### config.mk
export PLATFORM = sky130hd
export DESIGN_NAME = adder_seq_ctrl
export DESIGN_NICKNAME = d
export VERILOG_FILES = /design/src/rtl/adder_seq_ctrl.sv
export SDC_FILE = /design/constraint.sdc
export NUM_CORES = 1
export LEC_CHECK = 0
export ABC_CLOCK_PERIOD_IN_PS = 5500
export CAP_MARGIN = 5
export CORE_ASPECT_RATIO = 0.6
export CORE_MARGIN = 2
export CORE_UTILIZATION = 50
export DETAILED_ROUTE_END_ITERATION = 10
export GPL_TIMING_DRIVEN = 0
export PLACE_DENSITY_LB_ADDON = 0.12
export REMOVE_ABC_BUFFERS = 1
export SKIP_CTS_REPAIR_TIMING = 1
export SYNTH_ARGS = -nofsm -noshare
export SYNTH_HDL_FRONTEND = slang
export SYNTH_SLANG_ARGS = --single-unit
### constraint.sdc
create_clock -name clk -period 5.5 [get_ports clk]
set_input_delay 1.1 -clock clk [delete_from_list [all_inputs] [get_ports clk]]
set_output_delay 1.1 -clock clk [all_outputs]
set_load 0.02 [all_outputs]
### src/rtl/adder_seq_ctrl.sv
// adder_seq_ctrl: multi-precision add/subtract sequencer that reuses one 16-bit adder slice, LS word first.
// Optional feature macro ADDSEQ_OVF_EN builds the signed-overflow flag; without it overflow is tied to 0.

module Adder_16bit (
    input  logic [15:0] a,
    input  logic [15:0] b,
    input  logic        cin,
    output logic [15:0] sum,
    output logic        cout
);
    assign {cout, sum} = {1'b0, a} + {1'b0, b} + {16'b0, cin};
endmodule

module adder_seq_ctrl #(
    parameter int WORDS = 4
) (
    input  logic                  clk,
    input  logic                  rst_n,
    input  logic                  start,
    input  logic                  sub,
    input  logic                  cin,
    input  logic [16*WORDS-1:0]   a,
    input  logic [16*WORDS-1:0]   b,
    output logic                  busy,
    output logic                  done,
    output logic [16*WORDS-1:0]   result,
    output logic                  cout,
    output logic                  overflow
);
    localparam int W  = 16 * WORDS;
    localparam int IW = (WORDS > 1) ? $clog2(WORDS) : 1;
    localparam logic [IW-1:0] LAST_IDX = IW'(WORDS - 1);

    typedef enum logic [1:0] {
        IDLE,
        RUN,
        DONE
    } state_t;

    state_t         state_q;
    logic [IW-1:0]  idx_q;
    logic [IW-1:0]  idx_d;
    logic           carry_q;
    logic           sub_q;
    logic [W-1:0]   a_q;
    logic [W-1:0]   b_q;
    logic [W-1:0]   result_q;
    logic           cout_q;
    logic           busy_q;
    logic           done_q;

    logic [IW+3:0]  bitBase;
    logic [15:0]    opA;
    logic [15:0]    opB;
    logic [15:0]    sumWord;
    logic           carryOut;

    // Word i of each operand is selected by the index; subtraction inverts B and seeds carry with 1.
    assign bitBase = {idx_q, 4'b0000};
    assign opA     = a_q[bitBase +: 16];
    assign opB     = b_q[bitBase +: 16] ^ {16{sub_q}};
    assign idx_d   = idx_q + IW'(1);

    Adder_16bit uAdder (
        .a    (opA),
        .b    (opB),
        .cin  (carry_q),
        .sum  (sumWord),
        .cout (carryOut)
    );

`ifdef ADDSEQ_OVF_EN
    logic ovf_q;
    logic ovfWord;
    assign ovfWord  = (opA[15] == opB[15]) && (sumWord[15] != opA[15]);
    assign overflow = ovf_q;
`else
    assign overflow = 1'b0;
`endif

    always_ff @(posedge clk) begin
        if (!rst_n) begin
            state_q  <= IDLE;
            idx_q    <= '0;
            carry_q  <= 1'b0;
            sub_q    <= 1'b0;
            a_q      <= '0;
            b_q      <= '0;
            result_q <= '0;
            cout_q   <= 1'b0;
            busy_q   <= 1'b0;
            done_q   <= 1'b0;
`ifdef ADDSEQ_OVF_EN
            ovf_q    <= 1'b0;
`endif
        end else begin
            case (state_q)
                IDLE: begin
                    if (start) begin
                        state_q  <= RUN;
                        a_q      <= a;
                        b_q      <= b;
                        sub_q    <= sub;
                        idx_q    <= '0;
                        carry_q  <= sub | cin;
                        result_q <= '0;
                        cout_q   <= 1'b0;
                        busy_q   <= 1'b1;
`ifdef ADDSEQ_OVF_EN
                        ovf_q    <= 1'b0;
`endif
                    end
                end
                RUN: begin
                    result_q[bitBase +: 16] <= sumWord;
                    carry_q                 <= carryOut;
                    if (idx_q == LAST_IDX) begin
                        state_q <= DONE;
                        idx_q   <= '0;
                        cout_q  <= carryOut;
                        done_q  <= 1'b1;
`ifdef ADDSEQ_OVF_EN
                        ovf_q   <= ovfWord;
`endif
                    end else begin
                        idx_q <= idx_d;
                    end
                end
                DONE: begin
                    state_q <= IDLE;
                    done_q  <= 1'b0;
                    busy_q  <= 1'b0;
                end
                default: begin
                    state_q <= IDLE;
                end
            endcase
        end
    end

    assign busy   = busy_q;
    assign done   = done_q;
    assign result = result_q;
    assign cout   = cout_q;
endmodule

==> results of run 1 <==
-- cell type report --
class | instances | area (um^2) | area share
Multi-Input combinational cell | 768 | 5070 | 0.415
Sequential cell | 201 | 4030 | 0.330
Timing Repair Buffer | 206 | 2160 | 0.176
Clock buffer | 32 | 627 | 0.0513
Tap cell | 240 | 300 | 0.0246
Inverter | 8 | 30.0 | 0.00246
Clock inverter | 1 | 5.00 | 0.000410
Antenna cell | 1 | 2.50 | 0.000205
-- logic make-up after synthesis --
kind of cell / after synthesis / synth area share
buf+inv: 90 / 0.0406
fa+ha+maj: 21 / 0.0294
other cells: 1 / 0.000397
flops: 201 / 0.426
compound gates: 257 / 0.202
xor+xnor: 20 / 0.0185
mux: 42 / 0.0868
simple gates: 427 / 0.196
-- per-stage QoR --
stage | setup TNS, ns | std cells | cell area (um^2) | setup slack [ns]
global route | 0 | 1456 | 12200 | 1.51
CTS | 0 | 1456 | 12200 | 1.75
global placement | -823.78 | 1416 | 11400 | -5.85
floorplan | -167.36 | 977 | 9100 | -1.76
finish | 0 | 1457 | 12200 | 1.71
detailed placement | 0 | 1423 | 11600 | 1.77
-- critical path: stages, from the launching register on --
cell	delay, ns
dfxtp_2	0.60
buf_12	0.29
mux4_2	0.57
xor2_1	0.17
ha_1	0.40
a21oi_1	0.33
o21ai_0	0.19
a21oi_1	0.20
o211a_1	0.33
mux2i_1	0.41
o31ai_1	0.14
-- power by group --
part | leakage [nW] | switching (mW) | internal, mW
combinational | 2.51 | 0.321 | 0.267
clock | 0.312 | 0.543 | 0.775
sequential | 1.64 | 0.0405 | 1.52
total | 4.46 | 0.904 | 2.57
-- layout by cell type (no fill, tap or decap), types with 5 or more instances in the layout --
cell type,n
a21boi_0,134
a21oi_1,12
a21oi_2,5
a22oi_1,21
and2_1,12
and3_1,7
clkbuf_1,5
clkbuf_16,21
clkbuf_8,6
clkdlybuf4s50_1,198
dfxtp_1,199
ha_1,19
inv_1,8
mux2i_1,10
mux4_2,32
nand2_1,296
nand3_1,24
nand4_1,9
nor2_1,25
nor2b_1,25
nor3_1,10
o21a_1,9
o21ai_0,20
o21ai_1,6
o311ai_1,7
xor2_1,16
-- worst max-delay path by stage --
stage | startpoint | to | slack (ns) | depth (start not counted)
floorplan | start | result[62] | -1.76 | 5
global placement | start | result[62] | -5.85 | 6
detailed placement | start | result[62] | 1.77 | 7
CTS | idx_q[0] | result[62] | 1.75 | 10
global route | idx_q[0] | result[47] | 1.51 | 10
finish | idx_q[0] | result[47] | 1.71 | 10
-- routing by layer --
layer / vias to the layer above / GRT usage
met5: - / 0
met4: 2 / 0.0347
li1: 3966 / -
met2: 240 / 0.381
met3: 26 / 0.0518
met1: 3685 / 0.342
-- registers in the layout (all words and copies together) (netlist names) --
signal / cells
a_q: 64
b_q: 64
busy: 1
carry_q: 1
cout: 1
done: 1
idx_q: 2
result: 64
state_q: 2
sub_q: 1
==> results.txt, run 1 <==
post-synth top area share: 0.426
Tightest Hold Check Type: reg2reg
Tightest Pin Transition: 1.13 ns
DR WL met3: 1770 um
total track usage: 0.240
Pwr Total: 3.47 mW
R2R Setup Slk: 1.71 ns
DR top layer: met5
drt total wl: 24500 um
Die Y-Extent: 111 um
CTS HTree Levels: 1
starting density of the core: 0.516
unrepaired setup endpoints after global routing: no
FF-to-FF Start: idx_q[0]
number of synthesized flops with an enable pin: 0
WL met2: 10900 um
Synth Register Bits: 201
Slew Limit Headroom: 0.244
worst hold path stage count: 2
worst endpoint required time: 5.86 ns
Async S/R FF share, synth: 0
Final ANT Viol Nets: 0
DR iter-0 viols: 494
Hold Vio Cnt, Final: 0
Netlist cell types: 59
HP Start: result[59]
Post-Syn Area: 0.00945 mm^2
vias in the first global route: 7512
Sink Count: 201
DP HPWL: 17000 um
fin crit share: 0.689
via count: 7919
synth top area cells: dfxtp_1 (43%), nand2_1 (12%), a21boi_0 (11%)
R2R cell count: 10
Die Width: 182 um
CTS tree: built
largest net degree at the start of global routing: 117
Clk Tree Root Cell: clkbuf_16
GRT overflow: 0
part of the Yosys area used for sequential elements: 0.426
# port buffers: 199
Final Util: 0.667
DRC violations left: 0
Filler Cell Count: 1548
clock slew at reported path FFs: 0.06 ns
Setup violations, final: 0
fmax: 264 MHz
max_cap viols: 0
Slew Limit Fails: 0
top post-synthesis cells by count: nand2_1 (296), dfxtp_1 (201), a21boi_0 (134)
Vias/cell: 5.44
CTS max path bufs: 3
Worst-Skew Late Latency: 0.49 ns
Mapped Cells: 1059
Leak: 4.46 nW
total CTS buffers: 20
initial antenna violation count: 2
P&R area growth vs syn: 29.2%
Arrival @ worst endpoint: 4.15 ns
Worst VDD drop: 0.242 mV
GP Congestion: 0.823
Avg Inst Size Synth: 8.93 um^2
first-pass GRT wire length: 39400 um
Pre-Repair DR Iteration Count: 5
DR WL/cell: 16.8 um
yosys warns: 0
I/O pins: 201
crit end category: flop
Core Region: 0.0183 mm^2
clock skew: 0.00956 ns
RR Endpoint: result[47]
status: finished clean
layout cell share with drive strength beyond 1: 0.0740
std cell rows: 38
final net count: 1359
WHS Endpoint: result[59]
worst-path maximum fanout: 27
post-layout minimum cycle time: 3.79 ns
Die ar.: 0.0201 mm^2
most frequent cell after synthesis: nand2_1
ys flop type: dfxtp_1
Worst Setup Path Type: reg2reg
hold_ws: 0.454 ns
Cell Pwr Density: 284 mW/mm^2
cell taking the most area after synthesis: dfxtp_1
Startpoint Class: flop
routed metal-1 wire length: 11400 um
Power figures use the tool's default switching activity.
==> run 2: changes to the inputs <==
ABC_CLOCK_PERIOD_IN_PS = 3450   (was 5500)
CORE_UTILIZATION = 46   (was 50)
clock period = 3.45 ns   (was 5.5 ns; I/O delays follow)
==> run 2 against run 1 <==
Register-to-register slack worse by 1.6 ns. First-iteration DRC count grew 4.0%. Critical endpoint is now result[62]. Via count up 1.4%. Die area increased by 8.4%. Hold slack improved by 0.00080 ns. Fmax rose by 13%. Power is 65% higher. Final cell count is 3.9% higher. Non-clock buffer count is 22 higher. Clock power increased by 69%.
==> results.txt, run 2 (synthesized netlist as in run 1, its figures left out) <==
Core Region: 0.0201 mm^2 (+9.6%)
Hold Vio Cnt, Final: 0 (unchanged)
I/O pins: 201 (unchanged)
CTS HTree Levels: 1 (unchanged)
most common library cell in the layout ignoring fill and taps: nand2_1
starting density of the core: 0.471 (-0.0454)
hold_ws: 0.455 ns (+0.000796 ns)
initial antenna violation count: 2 (unchanged)
worst-path maximum fanout: 8 (-70%)
Cell Pwr Density: 456 mW/mm^2 (+60%)
Seq. cell area: 0.00403 mm^2 (+0.16%)
CTS tree: built
Pwr Total: 5.72 mW (+65%)
Final Non-Filler Cells: 1514 (+3.9%)
Tightest Hold Check Type: reg2reg
Final Util: 0.625 (-0.0421)
fin crit share: 0.971 (+0.282)
DR WL/cell: 17.1 um (+1.7%)
final net count: 1381 (+1.6%)
crit end category: flop
max_cap viols: 0 (unchanged)
first-pass GRT wire length: 40300 um (+2.3%)
std cell rows: 40 (+5.3%)
worst endpoint required time: 3.83 ns (-2.03 ns)
FF-to-FF Start: idx_q[0]
status: finished clean
Worst-Skew Late Latency: 0.50 ns (about the same)
# port buffers: 199 (unchanged)
worst setup path startpoint: idx_q[0]
GRT overflow: 0 (unchanged)
total track usage: 0.231 (-0.00838)
Slew Limit Headroom: 0.157 (-0.0874)
Die Y-Extent: 115 um (+4.1%)
Setup TNS: 0 ns (unchanged)
Worst Setup Path Type: reg2reg
Sink Count: 201 (unchanged)
P&R area growth vs syn: 32.7%
Clk Tree Root Cell: clkbuf_16
Leak: 4.60 nW (+3.0%)
total CTS buffers: 20 (unchanged)
CTS max path bufs: 3 (unchanged)
Critical Path Sink: result[62]
setup ws final: 0.0991 ns (-1.61 ns)
Placed Area: 0.0116 mm^2 (+0.29%)
largest net degree at the start of global routing: 121 (+3.4%)
Pre-Repair DR Iteration Count: 4 (-1)
Tightest Pin Transition: 1.26 ns (+0.131 ns)
Worst VDD drop: 0.332 mV (+37%)
Die ar.: 0.0218 mm^2 (+8.4%)
fmax: 298 MHz (+13%)
layout cell share with drive strength beyond 1: 0.0992 (+0.0252)
post-layout minimum cycle time: 3.35 ns (-0.438 ns)
Setup violations, final: 0 (unchanged)
vias in the first global route: 7668 (+2.1%)
RR Endpoint: result[62]
pre-CTS setup slack: -0.319 ns (-2.09 ns)
via count: 8033 (+1.4%)
GP Congestion: 0.811 (-1.4%)
DP HPWL: 17000 um (about the same)
Multi-input gate area: 0.00512 mm^2 (+1.1%)
Filler Cell Count: 1779 (+15%)
clock skew: 0.0132 ns (+0.00366 ns)
R2R cell count: 10 (unchanged)
Final ANT Viol Nets: 0 (unchanged)
# placed instances: 1456 (+2.3%)
clock slew at reported path FFs: 0.07 ns (about the same)
drt total wl: 25800 um (+5.7%)
Arrival @ worst endpoint: 3.73 ns (-0.42 ns)
DRC violations left: 0 (unchanged)
Vias/cell: 5.31 (-2.4%)
Die Width: 189 um (+4.2%)
DR iter-0 viols: 514 (+4.0%)
R2R Setup Slk: 0.1 ns (-1.61 ns)
Slew Limit Fails: 0 (unchanged)
most frequent cells in the layout: nand2_1 (296), dfxtp_1 (198), clkdlybuf4s50_1 (198), a21boi_0 (134), mux4_2 (32)
design area: 0.0125 mm^2 (+2.7%)
Startpoint Class: flop
==> run 2: worst max-delay path, stage by stage (launching register included) <==
cell	delay (ns)
dfxtp_4	0.43
mux4_2	0.57
xnor2_2	0.17
fa_2	0.46
fa_2	0.39
nor2b_2	0.14
o31a_1	0.28
o21ai_4	0.13
a21oi_4	0.25
nor3_1	0.08
a311o_1	0.33
==> run 2: metal layers <==
| metal | part of all wire | vias up | GRT usage |
|---|---|---|---|
| met1 | 0.49 | 3772 | 0.332 |
| met3 | 0.072 | 30 | 0.0488 |
| met5 | 0 | - | 0 |
| met2 | 0.43 | 218 | 0.367 |
| met4 | 0.015 | 0 | 0.0380 |
| li1 | - | 4013 | - |
==> run 2: area by class of cell <==
type | count | area share
Multi-Input combinational cell | 768 | 0.408
Sequential cell | 201 | 0.321
Timing Repair Buffer | 228 | 0.188
Clock buffer | 28 | 0.0456
Tap cell | 273 | 0.0272
Clock inverter | 7 | 0.00738
Inverter | 8 | 0.00239
Antenna cell | 1 | 0.000199
==> run 2: worst min-delay path by stage <==
| stage | to | start | slack (ns) | cells after the start |
|---|---|---|---|---|
| floorplan | a_q[16] | a_q[16] | 0.44 | 2 |
| global placement | result[59] | result[59] | 0.44 | 2 |
| detailed placement | result[59] | result[59] | 0.45 | 2 |
| CTS | result[59] | result[59] | 0.45 | 2 |
| global route | a_q[62] | a_q[62] | 0.48 | 2 |
| finish | result[59] | result[59] | 0.45 | 2 |
==> run 2: report_power, final <==
part | internal, mW | leakage (nW) | switching (mW) | total, mW
logic | 0.461 | 2.64 | 0.539 | 1.00
clock network | 1.31 | 0.316 | 0.916 | 2.23
registers | 2.43 | 1.64 | 0.0627 | 2.49
